<file path="config.mk">
export PLATFORM = sky130hd
export DESIGN_NAME = message_passer
export DESIGN_NICKNAME = d
export VERILOG_FILES = /design/src/rtl/message_passer.sv
export SDC_FILE = /design/constraint.sdc
export NUM_CORES = 1
export LEC_CHECK = 0
export CAP_MARGIN = 40
export CORE_ASPECT_RATIO = 0.6
export CORE_MARGIN = 5
export CORE_UTILIZATION = 55
export CTS_CLUSTER_DIAMETER = 50
export DETAILED_ROUTE_END_ITERATION = 7
export GPL_TIMING_DRIVEN = 0
export PLACE_DENSITY = 0.92
export SYNTH_ARGS = -nofsm -noshare
export SYNTH_HDL_FRONTEND = slang
export SYNTH_SLANG_ARGS = --single-unit
</file>
<file path="constraint.sdc">
create_clock -name CLK -period 8.9 [get_ports CLK]
set_input_delay 1.78 -clock CLK [delete_from_list [all_inputs] [get_ports CLK]]
set_output_delay 1.78 -clock CLK [all_outputs]
set_load 0.01 [all_outputs]
</file>
<file path="src/rtl/message_passer.sv">
`default_nettype none
// ============================================================================
// message_passer : systolic-array PE datapath with ready/ack command handshake
// Optional feature macro: MAC_SATURATE_EN (saturating accumulator on MAC)
// Revision: 1.0
// ============================================================================
module message_passer #(
  parameter int PRECISION        = 8,
  parameter int OUTPUT_PRECISION = 32
) (
  input  logic                        CLK,
  input  logic                        rst_n,
  input  logic                        ack,
  output logic                        ready,
  input  logic [2:0]                  command_to_execute,
  input  logic                        image_to_shift,
  input  logic [1:0]                  shift_direction,
  input  logic [PRECISION-1:0]        isu,
  input  logic [PRECISION-1:0]        isd,
  input  logic [PRECISION-1:0]        isl,
  input  logic [PRECISION-1:0]        isr,
  output logic [PRECISION-1:0]        osu,
  output logic [PRECISION-1:0]        osd,
  output logic [PRECISION-1:0]        osl,
  output logic [PRECISION-1:0]        osr,
  output logic [PRECISION-1:0]        A,
  output logic [PRECISION-1:0]        B,
  output logic [OUTPUT_PRECISION-1:0] s_out,
  input  logic [PRECISION-1:0]        a_overwrite,
  input  logic [PRECISION-1:0]        b_overwrite,
  input  logic [OUTPUT_PRECISION-1:0] s_out_overwrite
);

  localparam logic [2:0] OP_MAC   = 3'd0;
  localparam logic [2:0] OP_UP    = 3'd1;
  localparam logic [2:0] OP_DOWN  = 3'd2;
  localparam logic [2:0] OP_LEFT  = 3'd3;
  localparam logic [2:0] OP_RIGHT = 3'd4;
  localparam logic [2:0] OP_LDAB  = 3'd5;
  localparam logic [2:0] OP_LDS   = 3'd6;
  localparam logic [2:0] OP_CLEAR = 3'd7;

  typedef enum logic [0:0] {
    IDLE = 1'b0,
    DONE = 1'b1
  } state_t;

  state_t state;
  state_t state_nx;

  logic                        execute;
  logic [2*PRECISION-1:0]      product;
  logic [OUTPUT_PRECISION:0]   mac_sum;
  logic [OUTPUT_PRECISION-1:0] mac_result;
  logic [PRECISION-1:0]        shift_src;
  logic                        unused_inputs;

  logic [PRECISION-1:0]        a_nx, b_nx, osu_nx, osd_nx, osl_nx, osr_nx;
  logic [OUTPUT_PRECISION-1:0] s_nx;

  assign execute   = (state == IDLE) && !ack;
  assign ready     = (state == DONE);
  assign shift_src = image_to_shift ? B : A;

  assign product = {{PRECISION{1'b0}}, A} * {{PRECISION{1'b0}}, B};
  assign mac_sum = {1'b0, s_out} + (OUTPUT_PRECISION+1)'(product);

`ifdef MAC_SATURATE_EN
  // Carry out of the accumulate means the true sum exceeded full scale.
  assign mac_result    = mac_sum[OUTPUT_PRECISION] ? '1 : mac_sum[OUTPUT_PRECISION-1:0];
  assign unused_inputs = &{1'b0, shift_direction};
`else
  assign mac_result    = mac_sum[OUTPUT_PRECISION-1:0];
  assign unused_inputs = &{1'b0, shift_direction, mac_sum[OUTPUT_PRECISION]};
`endif

  always_comb begin
    state_nx = state;
    case (state)
      IDLE:    if (!ack) state_nx = DONE;
      DONE:    if (ack)  state_nx = IDLE;
      default: state_nx = IDLE;
    endcase
  end

  always_ff @(posedge CLK or negedge rst_n) begin
    if (!rst_n) state <= IDLE;
    else        state <= state_nx;
  end

  always_comb begin
    a_nx   = A;
    b_nx   = B;
    s_nx   = s_out;
    osu_nx = osu;
    osd_nx = osd;
    osl_nx = osl;
    osr_nx = osr;
    if (execute) begin
      case (command_to_execute)
        OP_MAC: s_nx = mac_result;
        OP_UP: begin
          if (image_to_shift) b_nx = isu; else a_nx = isu;
          osu_nx = shift_src;
        end
        OP_DOWN: begin
          if (image_to_shift) b_nx = isd; else a_nx = isd;
          osd_nx = shift_src;
        end
        OP_LEFT: begin
          if (image_to_shift) b_nx = isl; else a_nx = isl;
          osl_nx = shift_src;
        end
        OP_RIGHT: begin
          if (image_to_shift) b_nx = isr; else a_nx = isr;
          osr_nx = shift_src;
        end
        OP_LDAB: begin
          a_nx = a_overwrite;
          b_nx = b_overwrite;
        end
        OP_LDS: s_nx = s_out_overwrite;
        OP_CLEAR: begin
          a_nx   = '0;
          b_nx   = '0;
          s_nx   = '0;
          osu_nx = '0;
          osd_nx = '0;
          osl_nx = '0;
          osr_nx = '0;
        end
        default: ;
      endcase
    end
  end

  always_ff @(posedge CLK or negedge rst_n) begin
    if (!rst_n) begin
      A     <= '0;
      B     <= '0;
      s_out <= '0;
      osu   <= '0;
      osd   <= '0;
      osl   <= '0;
      osr   <= '0;
    end else begin
      A     <= a_nx;
      B     <= b_nx;
      s_out <= s_nx;
      osu   <= osu_nx;
      osd   <= osd_nx;
      osl   <= osl_nx;
      osr   <= osr_nx;
    end
  end

endmodule
`default_nettype wire

</file>
# After elaboration in Yosys (flattened, before gate mapping)
# Index checks and enable logic that the tools add are counted.
[word_totals] elab_cells=59 regBits=81 out_inout_bits=81 in_bits=89
[op_classes] n_addsub=1 n_mul=1 bitwise_logic=1 n_eq_ne=15 n_reduce_logical=16 n_mux=17
[op_table] cell="$pmux W32 S3" count=1
[op_table] cell="$pmux W8 S6" count=2
[op_table] cell="$mux W8" count=9
[op_table] cell="$pmux W8 S2" count=4
[op_table] cell="$add A32 B16 Y32" count=1
[op_table] cell="$mul A8 B8 Y16" count=1
[op_table] cell="$ne A2 B2 Y1 const B" count=8
[op_table] cell="$eq A3 B3 Y1 const B" count=4
[op_table] cell="$reduce_and A6 Y1" count=2
[op_table] cell="$reduce_and A2 Y1" count=5
[op_table] cell="$reduce_bool A2 Y1" count=4
[op_table] cell="$eq A3 B2 Y1 const B" count=2
[op_table] cell="$reduce_bool A6 Y1" count=1
[op_table] cell="$eq A3 B1 Y1 const B" count=1
[op_table] cell="$logic_not A3 Y1" count=1
[op_table] cell="$reduce_bool A3 Y1" count=1
[op_table] cell="$logic_and A1 B1 Y1" count=1
[op_table] cell="$logic_not A1 Y1" count=1
[op_table] cell="$mux W1" count=1
[op_table] cell="$not A1 Y1" count=1

# Longest topological paths before layout
# Gate-level depths: netlist of the first run.
[depth] word_depth=3 ltp_mapped=20 ltp_nobuf=18

# Worst setup path before layout of the first run
# No wires, ideal clock.
[synth_timing] path_type="register -> register" startpoint="register A[3]" endpoint="register s_out[21]" required_time_ns=8.767 synth_period_minus_slack_ns=4.617 setup_ns=0.133 path_stages_with_launch=17 n_path_buf=2 slack_ns=4.283 arrival_ns=4.484 path_cell_list="dfrtp_1 > clkbuf_1 > and2_1 > fa_1 > fa_1 > fa_1 > inv_1 > fa_1 > inv_1 > ha_1 > a21oi_2 > nand2_1 > o31ai_4 > o31ai_4 > buf_6 > a311oi_1 > a211oi_2"
[synth_via] elab_chain_len=3
[synth_rtl] element="start, declared" line="26" rtl="output logic [PRECISION-1:0] A,"
[synth_rtl] element="start signal, assigned" line="147" rtl="A <= a_nx;"
[synth_rtl] element="$mul A8 B8 Y16" line="65" rtl="assign product = {{PRECISION{1'b0}}, A} * {{PRECISION{1'b0}}, B};"
[synth_rtl] element="$add A32 B16 Y32" line="66" rtl="assign mac_sum = {1'b0, s_out} + (OUTPUT_PRECISION+1)'(product);"
[synth_rtl] element="$pmux W32 S3" line="100" rtl="case (command_to_execute)"
[synth_rtl] element="end signal, assigned" line="149" rtl="s_out <= s_nx;"
[synth_rtl] element="end, declared" line="28" rtl="output logic [OUTPUT_PRECISION-1:0] s_out,"
# Every way passes these cells.
# A chain may end at the register's enable or synchronous reset.

# Worst setup path in the final report of the first run
[layout_timing] startpoint="register A[5]" endpoint="register s_out[21]"
# Same word-level chain as after synthesis.

==> impl_table.tex, run 1 <==
\begin{tabular}{lr}
\hline
Metric & Value \\
\hline
\multicolumn{2}{l}{\textbf{Run status}} \\
\quad Result of the run & completed \\
\multicolumn{2}{l}{\textbf{Clock network}} \\
\quad Clock tree from TritonCTS & built \\
\quad Root Driver & sky130\_fd\_sc\_hd\_\_clkbuf\_16 \\
\quad Clock transition at path regs & 0.07 ns \\
\quad Post-CTS repair timing setup buffer count & 0 \\
\quad Total of cells resized after clock tree synthesis & 0 \\
\quad Number of clock sinks & 81 \\
\quad Hold bufs inserted after CTS & 0 \\
\quad Clock insertion delay at the later pin of the skew report & 0.36 ns \\
\quad Number of CTS-inserted buffers & 9 \\
\quad Buffer depth of the longest clock path & 2 \\
\quad Number of H-tree levels & 3 \\
\multicolumn{2}{l}{\textbf{Finish}} \\
\quad Filler-free cell count of the finished design & 1115 \\
\quad Number of nets at the end of the flow & 1125 \\
\quad Area grow syn2layout & 31.3\% \\
\quad Diode insertion count for antenna repair & 0 \\
\quad Area used by multi-input combinational logic & 4380 um\^{}2 \\
\quad Commonest non-fill, non-tap cell in the layout & sky130\_fd\_sc\_hd\_\_clkdlybuf4s50\_1 \\
\quad Share of post-route cells with drive strength above 1 & 9.89\% \\
\quad Filler cells & 850 \\
\quad Commonest non-fill, non-tap cells in the layout & sky130\_fd\_sc\_hd\_\_clkdlybuf4s50\_1, sky130\_fd\_sc\_hd\_\_inv\_1, sky130\_fd\_sc\_hd\_\_dfrtp\_1 \\
\quad Area taken by flip-flops and latches & 2030 um\^{}2 \\
\multicolumn{2}{l}{\textbf{Drt}} \\
\quad First-pass DRT Iterations & 7 \\
\quad Per-cell routed wire length & 20.6 um \\
\quad Iteration-0 DRC count of the detailed router & 809 \\
\quad Avg Vias per Cell & 5.97 \\
\quad Antenna-violating nets left & 0 \\
\quad Wire length after detailed routing & 23.0 mm \\
\quad Overall via count from detail\_route & 6659 \\
\quad DRC Markers & 0 \\
\multicolumn{2}{l}{\textbf{Setup path}} \\
\quad Critical setup path kind & reg -> reg \\
\quad Arrival time at the worst endpoint & 5.48 ns \\
\quad Required time of the critical path & 9.13 ns \\
\quad Critical Path End Type & register \\
\quad Crit path max fanout & 10 \\
\quad Worst setup path start & A[5] \\
\quad Origin of the critical flop-to-flop path & A[5] \\
\quad CP Launch Type & register \\
\quad Count of cells along the worst register-to-register path & 16 \\
\multicolumn{2}{l}{\textbf{Timing}} \\
\quad Final Hold Vio Count & 0 \\
\quad Final Setup Violations & 0 \\
\quad Max-slew headroom & 47.4\% \\
\quad Minimum clock period & 5.24 ns \\
\quad Clock Skew & 0.0139 ns \\
\quad Period utilization & 58.9\% \\
\quad Final-layout setup total negative slack & 0 ns \\
\quad Setup repair after global routing missed its margin & no \\
\quad Number of max-slew violations in the final report & 0 \\
\quad Slew at the pin with the worst max-slew slack & 0.786 ns \\
\quad Highest clock frequency the design can meet & 191 MHz \\
\multicolumn{2}{l}{\textbf{Global route}} \\
\quad Number of antenna violations at the first check in global routing & 0 \\
\quad Overall overflow remaining after global route & 0 \\
\quad Largest net degree at the start of global routing & 59 \\
\quad Global-route total usage across every layer & 30.4\% \\
\quad Wire length of the first global-routing pass & 36.5 mm \\
\quad Number of global-route vias before repair & 6910 \\
\multicolumn{2}{l}{\textbf{Worst hold path}} \\
\quad Type of the most critical hold path & reg -> reg \\
\quad Hold path startpoint & osu[4] \\
\quad WHS Path Cells & 1 \\
\multicolumn{2}{l}{\textbf{Die}} \\
\quad Vertical die dimension & 97.4 um \\
\quad Die width & 156 um \\
\quad Initial standard-cell utilization of the core & 57.1\% \\
\quad Site Rows & 31 \\
\quad Die area & 15200 um\^{}2 \\
\quad Total I/O pin count & 170 \\
\quad Core ar. & 12300 um\^{}2 \\
\multicolumn{2}{l}{\textbf{Synthesis}} \\
\quad Cell area after synthesis & 7000 um\^{}2 \\
\quad Commonest register cell after synthesis & sky130\_fd\_sc\_hd\_\_dfrtp\_1 \\
\quad Flip-flop and latch count after synthesis & 81 \\
\quad Async SR Flop Fraction & 100\% \\
\quad Post-synth EDFFs & 0 \\
\quad Number of unique standard cell types used by synthesis & 67 \\
\quad Dominant cells by area after synthesis & sky130\_fd\_sc\_hd\_\_dfrtp\_1, sky130\_fd\_sc\_hd\_\_fa\_1, sky130\_fd\_sc\_hd\_\_ha\_1 \\
\quad Syn. warnings & 0 \\
\quad Average instance area after synthesis & 9.13 um\^{}2 \\
\quad Post-synth top area share & 29.0\% \\
\quad Most area-hungry cell type in the Yosys netlist & sky130\_fd\_sc\_hd\_\_dfrtp\_1 \\
\quad Number of nets produced by synthesis & 947 \\
\quad Synth Instances & 767 \\
\quad Sequential element share of the synthesized area & 29.0\% \\
\multicolumn{2}{l}{\textbf{Place}} \\
\quad Placer Congestion & 0.962 \\
\quad Total half-perimeter wirelength after legalization and detailed placement & 17.7 mm \\
\quad Placed cell count & 1099 \\
\quad Port-buffer cells & 166 \\
\multicolumn{2}{l}{\textbf{Job}} \\
\quad Max-cap violations & 0 \\
\hline
\end{tabular}
[path summary, 6_finish.rpt]
| path | end | slack [ns] |
|---|---|---|
| setup / recovery | s_out[21] | 3.66 |
| hold / removal | osu[4] | 0.51 |
| setup reg to reg | s_out[21] | 3.66 |
| hold reg to reg | osu[4] | 0.51 |
| max in group asynchronous | osr[2] | 6.95 |
| min in group asynchronous | s_out[21] | 1.32 |
[stage by stage]
stage	hold WS (ns)	worst slack [ns]	utilization [%]	area, um^2
floorplan	0.534	4.28	-	7000
global placement	0.487	3.07	72.4	8870
detailed placement	0.493	3.78	72.6	8890
CTS	0.509	3.75	75.0	9190
global route	0.530	3.40	75.0	9190
finish	0.509	3.66	75.0	9190
[worst max-delay path, stage by stage (launching register included)]
cell,delay (ns)
sky130_fd_sc_hd__dfrtp_1,0.35
sky130_fd_sc_hd__clkbuf_1,0.44
sky130_fd_sc_hd__and2_1,0.23
sky130_fd_sc_hd__fa_1,0.45
sky130_fd_sc_hd__fa_1,0.54
sky130_fd_sc_hd__fa_1,0.55
sky130_fd_sc_hd__inv_1,0.06
sky130_fd_sc_hd__fa_1,0.54
sky130_fd_sc_hd__inv_1,0.04
sky130_fd_sc_hd__ha_1,0.38
sky130_fd_sc_hd__a21oi_2,0.19
sky130_fd_sc_hd__nand2_1,0.15
sky130_fd_sc_hd__o31ai_4,0.49
sky130_fd_sc_hd__o31ai_4,0.16
sky130_fd_sc_hd__buf_6,0.17
sky130_fd_sc_hd__a311oi_1,0.31
sky130_fd_sc_hd__a211oi_2,0.06
[state kept, by name, summed over array words and instances, names as in the netlist]
signal	flops
osr	8
osd	8
osl	8
A	8
s_out	32
osu	8
ready	1
B	8
[cells in the mapped netlist, types with 2 or more instances]
master,number
sky130_fd_sc_hd__a211oi_1,5
sky130_fd_sc_hd__o221ai_1,2
sky130_fd_sc_hd__a21oi_1,57
sky130_fd_sc_hd__mux2i_1,19
sky130_fd_sc_hd__a311oi_1,4
sky130_fd_sc_hd__buf_2,16
sky130_fd_sc_hd__a21o_1,7
sky130_fd_sc_hd__ha_1,41
sky130_fd_sc_hd__o21a_1,2
sky130_fd_sc_hd__dfrtp_1,81
sky130_fd_sc_hd__or2_1,3
sky130_fd_sc_hd__o22ai_1,2
sky130_fd_sc_hd__o21ai_1,2
sky130_fd_sc_hd__and2_1,39
sky130_fd_sc_hd__and3_1,14
sky130_fd_sc_hd__o211ai_1,2
sky130_fd_sc_hd__a21oi_2,4
sky130_fd_sc_hd__a31oi_1,8
sky130_fd_sc_hd__xor2_1,5
sky130_fd_sc_hd__nand3_1,15
sky130_fd_sc_hd__a22oi_1,3
sky130_fd_sc_hd__o211ai_2,3
sky130_fd_sc_hd__nand2b_1,3
sky130_fd_sc_hd__nand2_1,63
sky130_fd_sc_hd__a32oi_1,3
sky130_fd_sc_hd__nand4_1,9
sky130_fd_sc_hd__and4_1,2
sky130_fd_sc_hd__nor4_1,4
sky130_fd_sc_hd__fa_1,50
sky130_fd_sc_hd__o31ai_4,2
sky130_fd_sc_hd__o21ai_4,2
sky130_fd_sc_hd__xnor2_1,4
sky130_fd_sc_hd__a221o_1,6
sky130_fd_sc_hd__nor3_1,9
sky130_fd_sc_hd__inv_1,105
sky130_fd_sc_hd__o311ai_1,2
sky130_fd_sc_hd__or3_1,2
sky130_fd_sc_hd__mux2_2,33
sky130_fd_sc_hd__clkbuf_1,27
sky130_fd_sc_hd__nor2_1,58
sky130_fd_sc_hd__o21ai_0,23
[layer usage]
layer	routed length, um	global-route usage, %
met5	0	0
met2	10300	47.2
met4	619	7.67
met1	9200	41.0
met3	2890	10.5
[logic make-up (layout without fill, tap and decap cells)]
kind of cell / Yosys count / in the layout / share of synthesized area, %
simple gates: 231 / 231 / 16.5
compound gates: 152 / 152 / 15.2
buf+inv: 150 / 333 / 8.44
fa+ha+maj: 91 / 91 / 21.6
flops: 81 / 81 / 29.0
mux: 53 / 53 / 8.24
xor+xnor: 9 / 9 / 1.13
[layout make-up]
type	count	area share, %
plain buffers	45	2.14
clock inverters	7	0.776
inverters	105	4.29
flip-flops and latches	81	22.1
multi-input cells	536	47.7
clock buffers	9	2.45
well taps	165	2.25
repair buffers	167	18.4
Power of run 1 is left out: the tool's default activity adds up to more than one toggle a clock period on the data nets, which glitch-free logic cannot reach.
==> inputs of run 2 (changes only) <==
- CORE_UTILIZATION: 55 -> 51
- PLACE_DENSITY: 0.92 -> 0.87
- clock period: 8.9 -> 5.3 ns (I/O delays scaled with it)
==> run 2 against run 1 <==
Setup slack got worse by 3.4 ns; clock skew decreased by 0.0041 ns; fmax increased by 4.2%; critical endpoint unchanged; count of clock-buffer cells in the layout unchanged.
==> impl_table.tex, run 2 (same netlist as run 1, synthesis figures left out) <==
\begin{tabular}{lr}
\hline
Metric & Value \\
\hline
\multicolumn{2}{l}{\textbf{Clock network}} \\
\quad Number of H-tree levels & 3 (unchanged) \\
\quad Clock insertion delay at the later pin of the skew report & 0.36 ns (about the same) \\
\quad Root Driver & sky130\_fd\_sc\_hd\_\_clkbuf\_16 \\
\quad Number of CTS-inserted buffers & 9 (unchanged) \\
\quad Buffer depth of the longest clock path & 2 (unchanged) \\
\quad Post-CTS repair timing setup buffer count & 0 (unchanged) \\
\quad Clock transition at path regs & 0.07 ns (about the same) \\
\quad Number of clock sinks & 81 (unchanged) \\
\quad Clock tree from TritonCTS & built \\
\multicolumn{2}{l}{\textbf{Finish}} \\
\quad Share of post-route cells with drive strength above 1 & 10.2\% (+0.28 points) \\
\quad Number of nets at the end of the flow & 1109 (-1.4\%) \\
\quad Area grow syn2layout & 30.8\% \\
\quad Largest reg by FF count & s\_out \\
\quad Commonest non-fill, non-tap cell in the layout & sky130\_fd\_sc\_hd\_\_clkdlybuf4s50\_1 \\
\quad Commonest non-fill, non-tap cells in the layout & sky130\_fd\_sc\_hd\_\_clkdlybuf4s50\_1, sky130\_fd\_sc\_hd\_\_inv\_1, sky130\_fd\_sc\_hd\_\_dfrtp\_1 \\
\quad Number of flip-flops in the largest register & 32 (unchanged) \\
\multicolumn{2}{l}{\textbf{Timing}} \\
\quad Setup repair after global routing missed its margin & no \\
\quad Max-slew headroom & 51.3\% (+3.9 points) \\
\quad Number of max-slew violations in the final report & 0 (unchanged) \\
\quad Final Setup Violations & 0 (unchanged) \\
\quad Minimum clock period & 5.03 ns (-0.212 ns) \\
\quad Final Hold Vio Count & 0 (unchanged) \\
\quad Period utilization & 94.9\% (+36 points) \\
\quad Highest clock frequency the design can meet & 199 MHz (+4.2\%) \\
\quad Slew at the pin with the worst max-slew slack & 0.730 ns (-0.0557 ns) \\
\quad Final-layout setup total negative slack & 0 ns (unchanged) \\
\quad Clock Skew & 0.00983 ns (-0.00407 ns) \\
\multicolumn{2}{l}{\textbf{Die}} \\
\quad Core ar. & 13500 um\^{}2 (+10\%) \\
\quad Total I/O pin count & 170 (unchanged) \\
\quad Initial standard-cell utilization of the core & 51.7\% (-5.4 points) \\
\quad Vertical die dimension & 101 um (+3.5\%) \\
\quad Die area & 16200 um\^{}2 (+7.2\%) \\
\quad Die width & 161 um (+3.6\%) \\
\quad Site Rows & 33 (+6.5\%) \\
\multicolumn{2}{l}{\textbf{Drt}} \\
\quad Overall via count from detail\_route & 6587 (-1.1\%) \\
\quad First-pass DRT Iterations & 5 (-2) \\
\quad DRC Markers & 0 (unchanged) \\
\quad Iteration-0 DRC count of the detailed router & 705 (-13\%) \\
\quad Antenna-violating nets left & 0 (unchanged) \\
\quad Per-cell routed wire length & 20.4 um (-0.98\%) \\
\quad Wire length after detailed routing & 22.7 mm (-1.4\%) \\
\quad Avg Vias per Cell & 5.93 (-0.64\%) \\
\multicolumn{2}{l}{\textbf{Global route}} \\
\quad GRT met3 Usage & 7.93\% (-2.5 points) \\
\quad Number of global-route vias before repair & 6887 (-0.33\%) \\
\quad Met1 track demand over resource & 39.5\% (-1.5 points) \\
\quad Global-route track usage on met2 & 45.2\% (-2.0 points) \\
\quad Layer with the highest usage after global routing & met2 \\
\quad Overall overflow remaining after global route & 0 (unchanged) \\
\quad Largest net degree at the start of global routing & 64 (+8.5\%) \\
\quad Wire length of the first global-routing pass & 36.4 mm (-0.41\%) \\
\quad Global-route total usage across every layer & 28.7\% (-1.8 points) \\
\quad Number of antenna violations at the first check in global routing & 1 (+1) \\
\multicolumn{2}{l}{\textbf{Place}} \\
\quad Total half-perimeter wirelength after legalization and detailed placement & 17.9 mm (+0.85\%) \\
\quad Port-buffer cells & 166 (unchanged) \\
\quad Placer Congestion & 0.937 (-2.7\%) \\
\multicolumn{2}{l}{\textbf{Run status}} \\
\quad Result of the run & completed \\
\multicolumn{2}{l}{\textbf{Setup path}} \\
\quad Buf+Inv Stages, Crit Path & 3 (-1) \\
\quad Critical setup path kind & reg -> reg \\
\quad Crit path max fanout & 11 (+1) \\
\quad Most frequent cell on the critical path & sky130\_fd\_sc\_hd\_\_fa\_1 \\
\quad Slowest stage cell on the critical path & sky130\_fd\_sc\_hd\_\_fa\_1 \\
\quad Critical Path End Type & register \\
\quad CP Launch Type & register \\
\quad Arrival time at the worst endpoint & 5.26 ns (-0.22 ns) \\
\quad Largest delay share family, worst path & adder cells \\
\quad Maximum cell stage delay along the critical path & 0.55 ns (about the same) \\
\quad Ordered cell list for the critical path & and2\_1, fa\_1, fa\_1, fa\_1, inv\_1, fa\_1, inv\_1, ha\_1, a21oi\_2, nand2\_1, o31ai\_4, o31ai\_4, buf\_6, a311oi\_1, a211oi\_2 \\
\quad Required time of the critical path & 5.53 ns (-3.60 ns) \\
\multicolumn{2}{l}{\textbf{Worst hold path}} \\
\quad Type of the most critical hold path & reg -> reg \\
\multicolumn{2}{l}{\textbf{Job}} \\
\quad Max-cap violations & 0 (unchanged) \\
\hline
\end{tabular}
[run 2: cell types whose count changed in the layout (fill, tap and decap cells not counted)]
cell,delta
sky130_fd_sc_hd__bufinv_16,+1
sky130_fd_sc_hd__clkbuf_1,-16
sky130_fd_sc_hd__clkinv_2,+1
sky130_fd_sc_hd__clkinv_4,-1
sky130_fd_sc_hd__clkinv_8,-1
sky130_fd_sc_hd__dfrtp_1,-1
sky130_fd_sc_hd__dfrtp_2,+1
sky130_fd_sc_hd__diode_2,+1
sky130_fd_sc_hd__inv_6,-1
sky130_fd_sc_hd__inv_8,+1
[run 2: cell type report]
class | instances | area, um^2
repair buffers | 167 | 1690
well taps | 175 | 219
clock buffers | 9 | 225
fillers | 1041 | 4380
clock inverters | 7 | 83.8
inverters | 105 | 394
multi-input cells | 536 | 4380
plain buffers | 29 | 136
flip-flops and latches | 81 | 2030
diodes | 1 | 2.50
[run 2: repair_timing]
item	in CTS	in global routing
endpoints found under the setup margin	0	9
resized for setup	0	1
hold buffers	0	0
[run 2: metal layers]
layer | share of wire (%) | wire, um | vias up
met2 | 45 | 10300 | 381
met3 | 12 | 2710 | 37
met1 | 41 | 9260 | 3270
met5 | 0 | 0 | -
met4 | 1.8 | 400 | 0
li1 | - | - | 2899
[run 2: worst paths after layout]
kind | startpoint | end | slack (ns) | depth (start not counted)
worst min-delay path | osl[1] | osl[1] | 0.50 | 1
worst min register to register | osl[1] | osl[1] | 0.50 | 1
min in group asynchronous | rst_n | s_out[28] | 0.59 | 1
worst max register to register | A[3] | s_out[21] | 0.27 | 15
max in group asynchronous | rst_n | A[0] | 4.08 | 2
worst max-delay path | A[3] | s_out[21] | 0.27 | 15
[run 2: through the flow]
step | worst slack (ns) | cells | cell area [um^2] | util (%) | hold WS (ns)
after floorplan | 0.683 | 767 | 7000 | - | 0.534
after global placement | 0.148 | 1108 | 8880 | 65.6 | 0.486
after global routing | 0.0152 | 1110 | 9160 | 67.6 | 0.530
after detailed placement | 0.146 | 1109 | 8910 | 65.8 | 0.493
final | 0.268 | 1110 | 9160 | 67.6 | 0.504
after CTS | 0.139 | 1125 | 9220 | 68.0 | 0.510
Power of run 2 is left out for the same reason.
==> inputs of run 3 (changes only) <==
- ABC_AREA: default -> 1
- CORE_UTILIZATION: 51 -> 56
- PLACE_DENSITY: 0.87 -> 0.93
- clock period: 5.3 -> 6.29 ns (I/O delays scaled with it)
==> run 3 against run 2 <==
Critical path depth increased by 4; sequential share of layout area decreased by 1.3 points; routed wire length increased by 9.1%; synthesized cell count increased by 44%; highest routed layer unchanged; first-iteration DRC count increased by 9.4%; largest cell class unchanged.
==> impl_table.tex, run 3 <==
\begin{tabular}{lr}
\hline
Metric & Value \\
\hline
\multicolumn{2}{l}{\textbf{Drt}} \\
\quad Overall via count from detail\_route & 8013 (+22\%) \\
\quad Antenna-violating nets left & 0 (unchanged) \\
\quad Avg Vias per Cell & 5.50 (-7.3\%) \\
\quad Per-cell routed wire length & 17.0 um (-17\%) \\
\quad DRC Markers & 0 (unchanged) \\
\quad First-pass DRT Iterations & 6 (+1) \\
\quad Wire length after detailed routing & 24.7 mm (+9.1\%) \\
\quad Iteration-0 DRC count of the detailed router & 771 (+9.4\%) \\
\multicolumn{2}{l}{\textbf{Setup path}} \\
\quad Required time of the critical path & 6.52 ns (+0.99 ns) \\
\quad Crit path max fanout & 10 (-1) \\
\quad Arrival time at the worst endpoint & 5.27 ns (about the same) \\
\quad Slowest stage cell on the critical path & sky130\_fd\_sc\_hd\_\_fa\_1 \\
\quad Count of cells along the worst register-to-register path & 19 (+4) \\
\quad CP Launch Type & register \\
\quad Ordered cell list for the critical path & clkbuf\_1, nand2\_1, fa\_1, inv\_1, fa\_1, fa\_1, inv\_1, fa\_1, inv\_1, ha\_1, nand2\_1, nand2\_1, nand2\_1, nand2\_1, inv\_1, nand3\_1, or2\_2, nand3\_1, a21oi\_1 \\
\quad Maximum cell stage delay along the critical path & 0.56 ns (about the same) \\
\quad Terminus of the critical flop-to-flop path & s\_out[12] \\
\quad R2r setup slk & 1.25 ns (+0.99 ns) \\
\quad Critical setup path kind & reg -> reg \\
\quad Most frequent cell on the critical path & sky130\_fd\_sc\_hd\_\_nand2\_1 \\
\quad Critical Path End Type & register \\
\quad Origin of the critical flop-to-flop path & B[3] \\
\multicolumn{2}{l}{\textbf{Clock network}} \\
\quad Hold bufs inserted after CTS & 0 (unchanged) \\
\quad Total of cells resized after clock tree synthesis & 0 (unchanged) \\
\quad Number of clock sinks & 81 (unchanged) \\
\quad Post-CTS repair timing setup buffer count & 0 (unchanged) \\
\quad Buffer depth of the longest clock path & 2 (unchanged) \\
\quad Clock insertion delay at the later pin of the skew report & 0.35 ns (about the same) \\
\quad Root Driver & sky130\_fd\_sc\_hd\_\_clkbuf\_16 \\
\quad Clock transition at path regs & 0.07 ns (about the same) \\
\quad Number of CTS-inserted buffers & 9 (unchanged) \\
\quad Clock tree from TritonCTS & built \\
\quad Number of H-tree levels & 3 (unchanged) \\
\multicolumn{2}{l}{\textbf{Finish}} \\
\quad Share of post-route cells with drive strength above 1 & 3.73\% (-6.4 points) \\
\quad Filler-free cell count of the finished design & 1456 (+31\%) \\
\quad Largest reg by FF count & s\_out \\
\quad Number of flip-flops in the largest register & 32 (unchanged) \\
\quad Area grow syn2layout & 29.6\% \\
\quad Filler cells & 1009 (-3.1\%) \\
\quad Diode insertion count for antenna repair & 0 (-1) \\
\quad Commonest non-fill, non-tap cell in the layout & sky130\_fd\_sc\_hd\_\_nand2\_1 \\
\quad Commonest non-fill, non-tap cells in the layout & sky130\_fd\_sc\_hd\_\_nand2\_1, sky130\_fd\_sc\_hd\_\_inv\_1, sky130\_fd\_sc\_hd\_\_clkdlybuf4s50\_1 \\
\quad Number of nets at the end of the flow & 1461 (+32\%) \\
\multicolumn{2}{l}{\textbf{Global route}} \\
\quad Wire length of the first global-routing pass & 39.4 mm (+8.3\%) \\
\quad Largest net degree at the start of global routing & 45 (-30\%) \\
\quad Overall overflow remaining after global route & 0 (unchanged) \\
\quad Layer with the highest usage after global routing & met1 \\
\quad Met1 track demand over resource & 46.1\% (+6.6 points) \\
\quad Global-route total usage across every layer & 31.0\% (+2.4 points) \\
\quad Number of antenna violations at the first check in global routing & 0 (-1) \\
\quad Global-route track usage on met2 & 43.8\% (-1.4 points) \\
\quad GRT met3 Usage & 11.3\% (+3.4 points) \\
\quad Number of global-route vias before repair & 7543 (+9.5\%) \\
\multicolumn{2}{l}{\textbf{Worst hold path}} \\
\quad Hold worst-path end & osl[6] \\
\quad Hold path startpoint & osl[6] \\
\quad WHS Path Cells & 2 (+1) \\
\quad Type of the most critical hold path & reg -> reg \\
\multicolumn{2}{l}{\textbf{Synthesis}} \\
\quad Number of nets produced by synthesis & 1283 (+35\%) \\
\quad Most area-hungry cell type in the Yosys netlist & sky130\_fd\_sc\_hd\_\_dfrtp\_1 \\
\quad Sequential element share of the synthesized area & 27.0\% (-1.9 points) \\
\quad Cell area after synthesis & 7500 um\^{}2 (+7.1\%) \\
\quad Post-synth top area share & 27.0\% (-1.9 points) \\
\quad Syn. warnings & 0 (unchanged) \\
\quad Number of unique standard cell types used by synthesis & 30 (-55\%) \\
\quad Post-synth EDFFs & 0 (unchanged) \\
\quad Commonest register cell after synthesis & sky130\_fd\_sc\_hd\_\_dfrtp\_1 \\
\quad Ranking of synthesized cells by instance count & sky130\_fd\_sc\_hd\_\_nand2\_1, sky130\_fd\_sc\_hd\_\_inv\_1, sky130\_fd\_sc\_hd\_\_dfrtp\_1 \\
\quad Flip-flop and latch count after synthesis & 81 (unchanged) \\
\quad Cell with the most instances after synthesis & sky130\_fd\_sc\_hd\_\_nand2\_1 \\
\quad Synth Instances & 1103 (+44\%) \\
\quad Average instance area after synthesis & 6.80 um\^{}2 (-26\%) \\
\quad Async SR Flop Fraction & 100\% (unchanged) \\
\quad Dominant cells by area after synthesis & sky130\_fd\_sc\_hd\_\_dfrtp\_1, sky130\_fd\_sc\_hd\_\_nand2\_1, sky130\_fd\_sc\_hd\_\_fa\_1 \\
\multicolumn{2}{l}{\textbf{Timing}} \\
\quad Setup repair after global routing missed its margin & no \\
\quad Smallest hold slack & 0.484 ns (-0.0194 ns) \\
\quad Minimum clock period & 5.04 ns (+0.00341 ns) \\
\quad Number of max-slew violations in the final report & 0 (unchanged) \\
\quad Max-slew headroom & 53.8\% (+2.4 points) \\
\quad Slew at the pin with the worst max-slew slack & 0.694 ns (-0.0363 ns) \\
\quad Period utilization & 80.1\% (-15 points) \\
\quad Highest clock frequency the design can meet & 199 MHz (about the same) \\
\quad Final Setup Violations & 0 (unchanged) \\
\quad Final-layout setup total negative slack & 0 ns (unchanged) \\
\quad Clock Skew & 0.0125 ns (+0.00266 ns) \\
\quad Final Hold Vio Count & 0 (unchanged) \\
\multicolumn{2}{l}{\textbf{Place}} \\
\quad Placer Congestion & 0.942 (+0.60\%) \\
\quad Port-buffer cells & 166 (unchanged) \\
\quad Total half-perimeter wirelength after legalization and detailed placement & 19.9 mm (+11\%) \\
\quad Placed cell count & 1440 (+30\%) \\
\multicolumn{2}{l}{\textbf{Run status}} \\
\quad Result of the run & completed \\
\multicolumn{2}{l}{\textbf{Die}} \\
\quad Total I/O pin count & 170 (unchanged) \\
\quad Core ar. & 13000 um\^{}2 (-4.2\%) \\
\quad Initial standard-cell utilization of the core & 57.8\% (+6.1 points) \\
\quad Die area & 15900 um\^{}2 (-2.3\%) \\
\quad Site Rows & 32 (-3.0\%) \\
\quad Die width & 159 um (-1.2\%) \\
\quad Vertical die dimension & 99.6 um (-1.1\%) \\
\multicolumn{2}{l}{\textbf{Job}} \\
\quad Max-cap violations & 0 (unchanged) \\
\hline
\end{tabular}
==> run 3: worst max path at each step <==
stage | start | end | slack (ns) | depth (start not counted)
2_1_floorplan | B[7] | s_out[13] | 2.07 | 19
3_3_place_gp | rst_n | B[1] | 1.01 | 1
3_5_place_dp | A[5] | s_out[12] | 1.47 | 19
4_1_cts | B[3] | s_out[12] | 1.40 | 19
5_1_grt | B[7] | s_out[16] | 1.00 | 18
6_report | B[3] | s_out[12] | 1.25 | 19
==> run 3: logic make-up (layout without fill, tap and decap cells) <==
family | Yosys count | after routing | share of synthesized area [%]
AND/OR/NAND/NOR | 497 | 497 | 27.1
buffers and inverters | 278 | 461 | 14.2
AO/OA/AOI/OAI | 156 | 156 | 11.4
adder cells (fa/ha/maj) | 91 | 91 | 20.2
flip-flops | 81 | 81 | 27.0
==> run 3: area by class of cell <==
cell class                      instances  area (um^2)  area share, %
Tap cell                              170          213           2.19
Multi-Input combinational cell        744         4400           45.3
Sequential cell                        81         2030           20.9
Clock buffer                            9          225           2.32
Buffer                                 38          166           1.71
Inverter                              240          901           9.27
Clock inverter                          7          105           1.08
Timing Repair Buffer                  167         1680           17.3
==> run 3: routing by layer <==
| layer | up-vias | routed length (um) |
|---|---|---|
| li1 | 3736 | - |
| met1 | 3780 | 10900 |
| met2 | 453 | 10100 |
| met3 | 44 | 3370 |
| met4 | 0 | 352 |
| met5 | - | 0 |
==> run 3: critical path, delay by kind of cell (launching register included) <==
family | cells | cell delay [ns]
AND/OR/NAND/NOR | 8 | 1.23
buffers and inverters | 5 | 0.71
AO/OA/AOI/OAI | 1 | 0.09
flip-flops | 1 | 0.40
adder cells (fa/ha/maj) | 5 | 2.47
==> run 3: stage by stage <==
step / util [%] / area [um^2] / worst slack (ns)
floorplan: - / 7500 / 2.07
global placement: 72.2 / 9370 / 1.01
detailed placement: 72.4 / 9390 / 1.47
CTS: 74.9 / 9720 / 1.40
global route: 74.9 / 9720 / 1.00
finish: 74.9 / 9720 / 1.25
Power of run 3 is left out for the same reason.
